$ cat src/rtl/calc_pkg.sv
// calc_pkg: key codes, state and pending-op encodings shared by the calculator sequencer.
package calc_pkg;
    localparam logic [3:0] KEY_ADD   = 4'd10;
    localparam logic [3:0] KEY_SUB   = 4'd11;
    localparam logic [3:0] KEY_STORE = 4'd12;
    localparam logic [3:0] KEY_LOAD  = 4'd13;
    localparam logic [3:0] KEY_ENTER = 4'd14;
    localparam logic [3:0] KEY_CLEAR = 4'd15;
    typedef enum logic [2:0] {S_IDLE, S_EXEC, S_ST_ADDR, S_LD_ADDR, S_LD_WAIT} state_t;
    typedef enum logic [1:0] {P_NONE, P_ADD, P_SUB} pend_t;
    typedef enum logic {N_OP, N_ENTER} next_t;
    function automatic logic is_digit(input logic [3:0] k);
        return k < 4'd10;
    endfunction
endpackage

$ cat src/rtl/calc_sequencer_if.sv
// calc_sequencer_if: key handshake, adder, register-file and display signals of the sequencer.
interface calc_sequencer_if #(parameter int W = 8, parameter int AW = 4);
    logic          key_valid;
    logic [3:0]    key_code;
    logic          key_ready;
    logic [W-1:0]  alu_a;
    logic [W-1:0]  alu_b;
    logic          alu_sub;
    logic [W-1:0]  alu_result;
    logic          alu_cout;
    logic [AW-1:0] rf_addr;
    logic          rf_we;
    logic [W-1:0]  rf_wdata;
    logic [W-1:0]  rf_rdata;
    logic [W-1:0]  display;
    logic          err;
    modport master (
        input  key_valid, key_code, alu_result, alu_cout, rf_rdata,
        output key_ready, alu_a, alu_b, alu_sub, rf_addr, rf_we, rf_wdata, display, err
    );
    modport slave (
        output key_valid, key_code, alu_result, alu_cout, rf_rdata,
        input  key_ready, alu_a, alu_b, alu_sub, rf_addr, rf_we, rf_wdata, display, err
    );
endinterface

$ cat src/rtl/calc_sequencer_digit_accum.sv
// calc_digit_accum: decimal entry step val*10+d with overflow flag when the true value exceeds W bits.
module calc_digit_accum #(parameter int W = 8) (
    input  logic [W-1:0] val,
    input  logic [3:0]   d,
    output logic [W-1:0] nxt,
    output logic         ovf
);
    logic [W+3:0] wide;
    assign wide = {4'b0, val} * (W+4)'(10) + (W+4)'(d);
    assign nxt  = wide[W-1:0];
    assign ovf  = |wide[W+3:W];
endmodule

$ cat src/rtl/calc_sequencer.sv
// calc_sequencer: keypad sequencing controller driving the shared adder, register file and display.
module calc_sequencer
    import calc_pkg::*;
#(
    parameter int W    = 8,
    parameter int AW   = 4,
    parameter int NREG = 10
) (
    input logic clk,
    input logic reset,
    calc_sequencer_if.master bus
);
    localparam logic [3:0] NR = 4'(NREG);
    state_t state, state_n;
    pend_t pend, op_lat, op_code;
    next_t nxt;
    logic [W-1:0] ent, acc, ent_nx;
    logic [AW-1:0] addr_q;
    logic disp_sel, err_q, ovf, rdy, acc_key, digit, addr_ok, is_op, is_ent, clr;
    logic [3:0] k;
    assign k       = bus.key_code;
    assign rdy     = state == S_IDLE || state == S_ST_ADDR || state == S_LD_ADDR;
    assign acc_key = bus.key_valid && rdy;
    assign digit   = is_digit(k);
    assign addr_ok = digit && k < NR;
    assign is_op   = k == KEY_ADD || k == KEY_SUB;
    assign is_ent  = k == KEY_ENTER;
    assign clr     = acc_key && k == KEY_CLEAR;
    assign op_code = k == KEY_SUB ? P_SUB : P_ADD;

    calc_digit_accum #(.W(W)) u_accum (.val(ent), .d(k), .nxt(ent_nx), .ovf(ovf));

    always_ff @(posedge clk)
        state <= reset ? S_IDLE : state_n;

    always_comb begin
        state_n = state;
        unique case (state)
            S_IDLE:    if (acc_key) state_n = (is_op || is_ent) && pend != P_NONE ? S_EXEC :
                                              k == KEY_STORE ? S_ST_ADDR :
                                              k == KEY_LOAD  ? S_LD_ADDR : S_IDLE;
            S_ST_ADDR: if (acc_key) state_n = S_IDLE;
            S_LD_ADDR: if (acc_key) state_n = addr_ok ? S_LD_WAIT : S_IDLE;
            default:   state_n = S_IDLE;
        endcase
    end

    always_comb begin
        bus.key_ready = rdy;
        bus.alu_a     = acc;
        bus.alu_b     = ent;
        bus.alu_sub   = state == S_EXEC && pend == P_SUB;
        bus.rf_we     = state == S_ST_ADDR && acc_key && addr_ok;
        // the read address goes out with the LOAD digit so data arrives during S_LD_WAIT
        bus.rf_addr   = (state == S_ST_ADDR || state == S_LD_ADDR) && acc_key && addr_ok ? AW'(k) : addr_q;
        bus.rf_wdata  = acc;
        bus.display   = disp_sel ? acc : ent;
        bus.err       = err_q;
    end

    always_ff @(posedge clk) begin
        if (reset || clr) begin
            ent      <= '0;
            acc      <= '0;
            pend     <= P_NONE;
            op_lat   <= P_NONE;
            nxt      <= N_OP;
            disp_sel <= 1'b0;
            err_q    <= 1'b0;
            if (reset) addr_q <= '0;
        end else begin
            case (state)
                S_IDLE: if (acc_key) begin
                    if (digit) begin
                        ent      <= ent_nx;
                        err_q    <= err_q | ovf;
                        disp_sel <= 1'b0;
                    end else if ((is_op || is_ent) && pend == P_NONE) begin
                        acc      <= ent;
                        ent      <= '0;
                        disp_sel <= 1'b1;
                        if (is_op) pend <= op_code;
                    end else if (is_op || is_ent) begin
                        nxt <= is_op ? N_OP : N_ENTER;
                        if (is_op) op_lat <= op_code;
                    end
                end
                S_EXEC: begin
                    acc      <= bus.alu_result;
                    ent      <= '0;
                    disp_sel <= 1'b1;
                    err_q    <= err_q | (pend == P_SUB ? ~bus.alu_cout : bus.alu_cout);
                    pend     <= nxt == N_OP ? op_lat : P_NONE;
                end
                S_ST_ADDR: if (acc_key && digit && !addr_ok) err_q <= 1'b1;
                S_LD_ADDR: if (acc_key) begin
                    if (digit && !addr_ok) err_q <= 1'b1;
                    if (addr_ok) addr_q <= AW'(k);
                end
                S_LD_WAIT: begin
                    ent      <= bus.rf_rdata;
                    disp_sel <= 1'b0;
                end
                default: ;
            endcase
        end
    end
endmodule
$ cat src/flat_wrapper.sv
// flat-port wrapper written by rule: the top's interface ports become plain ports
module calc_sequencer_flat import calc_pkg::*;
#(
    parameter int W    = 8,
    parameter int AW   = 4,
    parameter int NREG = 10
)
  (clk, reset, bus_key_valid, bus_key_code, bus_alu_result, bus_alu_cout, bus_rf_rdata, bus_key_ready, bus_alu_a, bus_alu_b, bus_alu_sub, bus_rf_addr, bus_rf_we, bus_rf_wdata, bus_display, bus_err);
  calc_sequencer_if #(.W(W), .AW(AW)) bus_i ();
  input logic clk;
  input logic reset;
  input wire logic [$bits(bus_i.key_valid)-1:0] bus_key_valid;
  input wire logic [$bits(bus_i.key_code)-1:0] bus_key_code;
  input wire logic [$bits(bus_i.alu_result)-1:0] bus_alu_result;
  input wire logic [$bits(bus_i.alu_cout)-1:0] bus_alu_cout;
  input wire logic [$bits(bus_i.rf_rdata)-1:0] bus_rf_rdata;
  output wire logic [$bits(bus_i.key_ready)-1:0] bus_key_ready;
  output wire logic [$bits(bus_i.alu_a)-1:0] bus_alu_a;
  output wire logic [$bits(bus_i.alu_b)-1:0] bus_alu_b;
  output wire logic [$bits(bus_i.alu_sub)-1:0] bus_alu_sub;
  output wire logic [$bits(bus_i.rf_addr)-1:0] bus_rf_addr;
  output wire logic [$bits(bus_i.rf_we)-1:0] bus_rf_we;
  output wire logic [$bits(bus_i.rf_wdata)-1:0] bus_rf_wdata;
  output wire logic [$bits(bus_i.display)-1:0] bus_display;
  output wire logic [$bits(bus_i.err)-1:0] bus_err;
  assign bus_i.key_valid = bus_key_valid;
  assign bus_i.key_code = bus_key_code;
  assign bus_i.alu_result = bus_alu_result;
  assign bus_i.alu_cout = bus_alu_cout;
  assign bus_i.rf_rdata = bus_rf_rdata;
  assign bus_key_ready = bus_i.key_ready;
  assign bus_alu_a = bus_i.alu_a;
  assign bus_alu_b = bus_i.alu_b;
  assign bus_alu_sub = bus_i.alu_sub;
  assign bus_rf_addr = bus_i.rf_addr;
  assign bus_rf_we = bus_i.rf_we;
  assign bus_rf_wdata = bus_i.rf_wdata;
  assign bus_display = bus_i.display;
  assign bus_err = bus_i.err;
  calc_sequencer #(.W(W), .AW(AW), .NREG(NREG)) u_core (.clk(clk), .reset(reset), .bus(bus_i));
endmodule
$ cat config.mk
export PLATFORM = sky130hd
export DESIGN_NAME = calc_sequencer_flat
export DESIGN_NICKNAME = d
export VERILOG_FILES = /design/src/rtl/calc_pkg.sv /design/src/rtl/calc_sequencer_if.sv /design/src/rtl/calc_sequencer_digit_accum.sv /design/src/rtl/calc_sequencer.sv /design/src/flat_wrapper.sv
export SDC_FILE = /design/constraint.sdc
export NUM_CORES = 1
export LEC_CHECK = 0
export ABC_AREA = 1
export CAP_MARGIN = 5
export CORE_MARGIN = 2
export CORE_UTILIZATION = 53
export CTS_CLUSTER_DIAMETER = 150
export DETAILED_ROUTE_END_ITERATION = 10
export PLACE_DENSITY = 0.86
export SYNTH_ARGS = -nofsm -noshare
export SYNTH_HDL_FRONTEND = slang
export SYNTH_HIERARCHICAL = 1
export SYNTH_SLANG_ARGS = --single-unit
$ cat constraint.sdc
create_clock -name clk -period 4.7 [get_ports clk]
set_clock_uncertainty 0.05 [all_clocks]
set_input_delay 1.41 -clock clk [delete_from_list [all_inputs] [get_ports clk]]
set_output_delay 1.41 -clock clk [all_outputs]
set_load 0.01 [all_outputs]
==> summary.txt, run 1 <==
Route
  • Post-detailed-routing wire length: 6127 um
  • Drt initial violations: 195
  • First-pass iteration count of the detailed router: 4
  • Overall via count from detail_route: 2,581
  • DR WL/cell: 12.06 um
  • Antenna viol nets, final: 0
  • DRC violation count after routing: 0
  • Number of vias per cell after detailed routing: between 5 and 6

Clocking
  • Num CTS Buffers: 5
  • Clock Latency Late Sink: 0.28 ns
  • Clock sinks: 30
  • Level count of the clock H-tree: 2
  • Clock slew at reported path FFs: about 0.06 ns
  • Root Buffer: sky130_fd_sc_hd__clkbuf_8
  • Post-cts hold buffer count: 0
  • TritonCTS clock tree: yes
  • Clock Path Buffers: 2

Global routing
  • Number of global-route vias before repair: 2,389
  • First-pass GRT wire length: 10,140 um
  • Initial antenna violation count: 0
  • Global route overflow: 0
  • Global routing usage summed across all routing layers: about a quarter
  • Pin count of the biggest net entering global routing: 20

Setup path
  • Crit path launch type: input pin
  • Worst flop-to-flop path startpoint: u_core/bus.alu_b[1]$_SDFFE_PP0P_
  • CP Max Fanout: 5
  • Count of buffer and inverter cells on the critical path: 3
  • Kind of critical path: in -> out
  • Required time of the critical path: 3.24 ns
  • Critical path's top delay family: buffers and inverters
  • Worst Setup End Kind: primary output
  • Arrival time at the worst endpoint: 3.20 ns
  • Most repeated library cell on the critical path: sky130_fd_sc_hd__clkdlybuf4s50_1
  • Critical Path Slowest Stage Cell: sky130_fd_sc_hd__clkdlybuf4s50_1
  • Crit. Startpoint: bus_key_code[1]
  • Cell chain of the critical path: clkdlybuf4s50_1, nand2_2, nand2_1, inv_1, nand4_1, o21ai_0, clkdlybuf4s50_1
  • Delay of the slowest cell on the worst path: a little under 0.6 ns

Yosys
  • Most frequent cell after synthesis: sky130_fd_sc_hd__nand2_1
  • Main area contributors after synthesis: sky130_fd_sc_hd__dfxtp_1, sky130_fd_sc_hd__nand2_1, sky130_fd_sc_hd__nor2_1, sky130_fd_sc_hd__inv_1, sky130_fd_sc_hd__ha_1
  • Number of enable flip-flop cells after synthesis: 4
  • Synthesized instance count: 394
  • Share of synthesized flip-flops with an asynchronous set or reset: 0%
  • Synthesis Warnings: 6
  • Most instantiated flip-flop cell in the synthesis netlist: sky130_fd_sc_hd__dfxtp_1
  • Netlist area before placement: 0.002467 sq mm
  • Synthesized-area fraction occupied by adder cells: under 10%
  • Syn_nets: 435
  • Area fraction in and, or, nand and nor cells after synthesis: between 40% and 50%
  • Mean cell area of the mapped netlist: between 6 and 7 sq um
  • Number of flip-flops and latches in the synthesized netlist: 30
  • Count of different cell masters after synthesis: 33
  • Share of synthesized area occupied by flip-flops and latches: around a quarter
  • Share of Yosys cell area claimed by the top area cell type: approximately a fifth
  • Most common library cells after synthesis: sky130_fd_sc_hd__nand2_1, sky130_fd_sc_hd__nor2_1, sky130_fd_sc_hd__inv_1
  • Main combinational cell family by area after synthesis: simple AND/OR/NAND/NOR gates
  • Compound-Gate Fraction of Synth Area: 7.505%
  • Multiplexer share of the synthesized area: 0%
  • XOR/XNOR Fraction of Synth Area: roughly 2.1%
  • Post-synthesis cell type with the largest combined area: sky130_fd_sc_hd__dfxtp_1

Die
  • Standard-cell row count: 24
  • Total die area: roughly 0.0052 sq mm
  • Die boundary height: between 70 and 80 um
  • Initial standard-cell utilization of the core: a little under three fifths
  • Number of top-level pins: 64
  • Die extent in x: between 70 and 80 um
  • Placeable core area: about 0.0044 sq mm

Timing
  • RSZ-0062 raised after global routing: true
  • Setup-violating endpoint count in the final report: 0
  • Final hold violation count: 0
  • Slew at the pin with the worst max-slew slack: 0.5936 ns
  • Tightest hold margin: 0.4231 ns
  • Final period util: 99.22%
  • Minimum clock period after layout: between 4 and 5 ns
  • Achievable frequency: 214.4 MHz
  • Number of pins exceeding their max-slew limit in the final report: 0
  • Worst slew margin relative to its limit: between 60% and 70%

Power and ir drop
  • Worst vdd rail ir drop: around 0.21 mV
  • Power per cell area: 246.4 mW/mm^2
  • Leak: 0.001645 uW

Finish
  • Synthesis-to-finish area growth: 29.31%
  • Share of the core filled with cells in the final layout: a little over 70%
  • NumNets Final: roughly 500
  • Antenna cell count: 0
  • Share of post-route cells with drive strength above 1: between 8 and 9%
  • Non-filler cells in the finished layout: between 500 and 600
  • Filler instances: 393

Run status
  • Run status: finished, final reports clean

Placed design
  • Placed insts: approximately 500
  • Routability Congestion: 0.8995
  • Total half-perimeter wirelength after legalization and detailed placement: approximately 4600 um
  • Port buffer count: 63

Hold path
  • Worst hold path startpoint: u_core/op_lat[1]$_SDFFE_PP0P_
  • Path category of the worst min-delay check: reg -> reg

Job
  • Max-cap violation count: 0
==> sequential cells by signal (all words and copies together) (netlist names) <==
name              count
u_core/op_lat         2
u_core/pend           2
u_core/bus.err        1
u_core/nxt            1
u_core/disp_sel       1
u_core/bus.alu_b      8
u_core/bus.alu_a      8
u_core/state          3
u_core/addr_q         4
==> through the flow <==
step / setup slack [ns] / TNS, ns / instance area [sq um] / total power, uW
2_1_floorplan: 0.8887 / 0 / 2467 / 469.5
3_3_place_gp: 0.01467 / 0 / 3072 / 562.1
3_5_place_dp: -0.06847 / -0.1499 / 3072 / 568.8
4_1_cts: 0.02073 / 0 / 3181 / 790.4
5_1_grt: -0.03916 / -0.08047 / 3191 / 834.8
6_report: 0.03684 / 0 / 3191 / 786.1
==> worst register-to-register path: stages, from the launching register on <==
cell                       delay [ns]
sky130_fd_sc_hd__dfxtp_1         0.43
sky130_fd_sc_hd__ha_1            0.27
sky130_fd_sc_hd__ha_1            0.23
sky130_fd_sc_hd__fa_1            0.58
sky130_fd_sc_hd__nand2_1         0.07
sky130_fd_sc_hd__inv_1           0.06
sky130_fd_sc_hd__nand2_2         0.07
sky130_fd_sc_hd__nor2_2          0.10
sky130_fd_sc_hd__nand3_1         0.07
sky130_fd_sc_hd__nand2_1         0.06
sky130_fd_sc_hd__nand2_1         0.04
sky130_fd_sc_hd__nor2_1          0.08
sky130_fd_sc_hd__nand2_1         0.08
sky130_fd_sc_hd__nand3b_1        0.17
sky130_fd_sc_hd__nand2_1         0.07
sky130_fd_sc_hd__nor2_1          0.05
sky130_fd_sc_hd__nor2_1          0.10
sky130_fd_sc_hd__nor2_1          0.05
==> logic make-up (layout without fill, tap and decap cells) <==
family	after synthesis	after routing
flops	30	30
compound gates	34	34
simple gates	233	234
buf+inv	74	135
fa+ha+maj	17	17
xor+xnor	6	6
==> final cells by class <==
type	count	area (sq um)	share of cell area (%)
clock inverter	2	12.51	0.3922
tap	52	65.06	2.039
inverter	58	225.2	7.059
timing repair buffer	69	680.7	21.33
clock buffer	6	82.58	2.588
multi-input combinational	291	1484	46.51
sequential	30	640.6	20.08
==> where the power goes <==
| group | internal, uW | switching, uW | total, uW | leakage (uW) |
|---|---|---|---|---|
| Combinational | 129 | 145 | 274 | 0.00135 |
| Clock | 118 | 102 | 219 | 0.0000472 |
| Sequential | 276 | 16.9 | 293 | 0.000250 |
| Total | 522 | 264 | 786 | 0.00164 |
==> final timing paths <==
| check | endpoint | slack (ns) | depth (start not counted) |
|---|---|---|---|
| min reg2reg | u_core/op_lat[1]$_SDFFE_PP0P_ | 0.42 | 2 |
| max reg2reg | u_core/bus.err$_SDFFE_PP0P_ | 1.95 | 17 |
| max | bus_rf_addr[0] | 0.04 | 7 |
| min | u_core/op_lat[1]$_SDFFE_PP0P_ | 0.42 | 2 |
==> what timing repair did <==
action                     in CTS  in global routing
resized for setup               0                  6
gates cloned                    1                  0
setup endpoints to repair       4                  5
pin swaps                       0                  0
buffers inserted                1                  0
==> metal layers <==
layer	global-route usage, %	vias to the layer above	routed length (um)
li1	-	1336	-
met1	28.47	1145	2505
met2	44.44	90	3099
met3	4.583	10	431
met4	8.386	0	90
met5	0	-	0
==> cells in the final DEF, fill, tap and decap left out, types with 7 or more instances in the layout <==
cell type,n
sky130_fd_sc_hd__nand2_1,119
sky130_fd_sc_hd__nor2_1,67
sky130_fd_sc_hd__clkdlybuf4s50_1,61
sky130_fd_sc_hd__inv_1,52
sky130_fd_sc_hd__dfxtp_1,26
sky130_fd_sc_hd__nand3_1,20
sky130_fd_sc_hd__o21ai_0,16
sky130_fd_sc_hd__ha_1,15
sky130_fd_sc_hd__a21oi_1,9
sky130_fd_sc_hd__nand4_1,7
sky130_fd_sc_hd__nand2_2,7
sky130_fd_sc_hd__o21ai_1,7
Note: power is estimated with default switching activity, not from simulation.
==> run 2, diff against run 1 <==
- HOLD_SLACK_MARGIN: not set -> 0.08
==> results of run 2 <==
No change in the layout: final DEF, timing and power equal those of run 1.
==> run 3, diff against run 2 <==
- CAP_MARGIN: 5 -> 20
- CORE_MARGIN: 2 -> not set
- RECOVER_POWER: not set -> 50
==> run 3 against run 2 <==
Fmax is 1.0% higher. Sequential power hardly changed. Register-to-register slack better by 0.04 ns. First-iteration DRC count is 17% lower. Clock-buffer cell count stayed put. Sequential share of layout area hardly changed. Hold slack hardly changed. Cell area hardly changed. Via count is 0.74% higher. Combinational power is 2% lower. Die area is 5.5% lower. Core utilization hardly changed. Critical endpoint is now bus_rf_addr[3]. Largest cell class unchanged. Highest routed layer unchanged.
==> summary.txt, run 3 (same netlist as run 1, synthesis figures left out) <==
Global routing
  • Number of global-route vias before repair: about 2,400
  • Global routing usage summed across all routing layers: between 20% and 30%
  • Pin count of the biggest net entering global routing: 20
  • First-pass GRT wire length: just over 10,000 um
  • Global route overflow: 0
  • Initial antenna violation count: 0

Job
  • Max-cap violation count: 0

Timing
  • Achievable frequency: approximately 220 MHz
  • Final period util: a little under 100%
  • Final hold violation count: 0
  • Worst slew margin relative to its limit: a little under three fifths
  • Tightest hold margin: approximately 0.42 ns
  • Slew at the pin with the worst max-slew slack: 0.6612 ns
  • Setup-violating endpoint count in the final report: 0
  • Minimum clock period after layout: between 4 and 5 ns
  • Number of pins exceeding their max-slew limit in the final report: 0
  • Setup ws final: around 0.085 ns

Route
  • Antenna viol nets, final: 0
  • Number of vias per cell after detailed routing: just over 5
  • Overall via count from detail_route: between 2,000 and 3,000
  • Post-detailed-routing wire length: ~6000 um
  • First-pass iteration count of the detailed router: 4
  • DRC violation count after routing: 0
  • Drt initial violations: about 160
  • DR WL/cell: 11.89 um

Setup path
  • Worst R2R Setup Slack: 1.99 ns
  • Delay of the slowest cell on the worst path: 0.55 ns
  • Worst Setup End Kind: primary output
  • Kind of critical path: in -> out
  • Required time of the critical path: between 3 and 4 ns
  • CP Max Fanout: 5
  • Cell chain of the critical path: clkdlybuf4s50_1, nand2_1, nand2_1, inv_1, nand4_1, o21ai_1, clkdlybuf4s50_1
  • Crit. Startpoint: bus_key_code[3]
  • Crit path launch type: input pin
  • Arrival time at the worst endpoint: roughly 3.2 ns
  • Worst flop-to-flop path startpoint: u_core/bus.alu_b[1]$_SDFFE_PP0P_
  • Critical Path Slowest Stage Cell: sky130_fd_sc_hd__clkdlybuf4s50_1

Finish
  • Share of post-route cells with drive strength above 1: roughly 7.7%
  • Leading cell type in the layout, fill and taps excluded: sky130_fd_sc_hd__nand2_1
  • NumNets Final: between 400 and 500
  • Share of the core filled with cells in the final layout: roughly 72%
  • Filler instances: 402
  • Cell area after layout: 0.003192 sq mm
  • Register cell area after layout: 640.6 sq um
  • Synthesis-to-finish area growth: 29.36%
  • Antenna cell count: 0
  • Commonest cells after routing, fill and taps aside: sky130_fd_sc_hd__nand2_1, sky130_fd_sc_hd__nor2_1, sky130_fd_sc_hd__inv_1
  • Total area of multi-input combinational cells: between 0.001 and 0.0015 sq mm

Hold path
  • Worst hold path startpoint: u_core/bus.err$_SDFFE_PP0P_
  • Path category of the worst min-delay check: reg -> reg

Placed design
  • Port buffer count: 63
  • Routability Congestion: about 0.91
  • Instance area at placement: roughly 0.0031 sq mm
  • Total half-perimeter wirelength after legalization and detailed placement: about 4600 um
  • Dpl ws: -0.05864 ns

Power and ir drop
  • Internal power of the cells: 568.7 uW
  • Fraction of power spent switching nets: approximately 31%
  • Combinational cell fraction of total power: between 30 and 40%
  • Sequential fraction of design power: 35.4%
  • Net switching power: between 200 and 300 uW
  • Leak: roughly 0.0017 uW
  • Part of the total power dissipated in the clock network: between 30% and 40%
  • Worst vdd rail ir drop: roughly 0.17 mV
  • Power per cell area: between 200 and 300 mW/mm^2

Clocking
  • TritonCTS clock tree: yes
  • Clock sinks: 30
  • Level count of the clock H-tree: 2
  • Num CTS Buffers: 5
  • Clock Path Buffers: 2
  • Clock slew at reported path FFs: 0.06 ns
  • Root Buffer: sky130_fd_sc_hd__clkbuf_8
  • Clock Latency Late Sink: roughly 0.28 ns

Die
  • Standard-cell row count: 24
  • Placeable core area: 0.004414 sq mm
  • Die extent in x: between 70 and 80 um
  • Total die area: between 0.004 and 0.005 sq mm
  • Die boundary height: ~70 um
  • Number of top-level pins: 64
  • Initial standard-cell utilization of the core: between 50 and 60%

Run status
  • Run status: finished, final reports clean
[run 3: cell count changes in the layout (fill, tap and decap cells not counted), moves of 2 or more]
cell / before / now
sky130_fd_sc_hd__dlygate4sd3_1: 0 / 23
sky130_fd_sc_hd__clkdlybuf4s50_1: 61 / 37
sky130_fd_sc_hd__o21ai_0: 16 / 14
sky130_fd_sc_hd__nand2_1: 119 / 122
sky130_fd_sc_hd__nand2_2: 7 / 5
sky130_fd_sc_hd__o21ai_1: 7 / 9
[run 3: routing by layer]
metal	track usage, %	vias to the layer above	share of wire [%]
li1	-	1340	-
met1	30.60	1179	42
met2	45.93	72	51
met3	4.762	9	5.2
met4	8.667	0	1.3
met5	0	-	0
[run 3: timing repair]
action	CTS	global route
hold buffers	0	0
gates resized for setup	0	7
pin swaps	0	3
setup buffers	0	1
cloned	1	0
setup endpoints to repair	4	4
[run 3: worst paths after layout]
| kind | end | cells after the start |
|---|---|---|
| worst max-delay path | bus_rf_addr[3] | 7 |
| worst min-delay path | u_core/bus.err$_SDFFE_PP0P_ | 2 |
| worst max register to register | u_core/bus.err$_SDFFE_PP0P_ | 17 |
| worst min register to register | u_core/bus.err$_SDFFE_PP0P_ | 2 |
[run 3: critical path, delay by kind of cell]
family          cells  cell delay, ns
compound gates      1            0.21
buf+inv             3            1.12
simple gates        3            0.42
[run 3: final cells by class]
class / instances / area share (%)
Multi-Input combinational cell: 291 / 46.02
Timing Repair Buffer: 69 / 21.40
Sequential cell: 30 / 20.07
Inverter: 58 / 6.938
Clock buffer: 6 / 2.587
Tap cell: 52 / 2.038
Clock inverter: 1 / 0.9408
[run 3: power by group through the flow]
stage	logic, uW	clock network (uW)	registers (uW)
floorplan	172	0	298
global placement	264	0	298
detailed placement	271	0	298
CTS	273	270	293
global route	301	279	294
finish	268	264	292
[run 3: metrics by stage]
| stage | instances | setup TNS [ns] | power [uW] |
|---|---|---|---|
| 2_1_floorplan | 394 | 0 | 469.5 |
| 3_3_place_gp | 498 | 0 | 561.8 |
| 3_5_place_dp | 498 | -0.09236 | 569.0 |
| 4_1_cts | 506 | 0 | 836.5 |
| 5_1_grt | 507 | -0.01133 | 874.1 |
| 6_report | 507 | 0 | 823.6 |
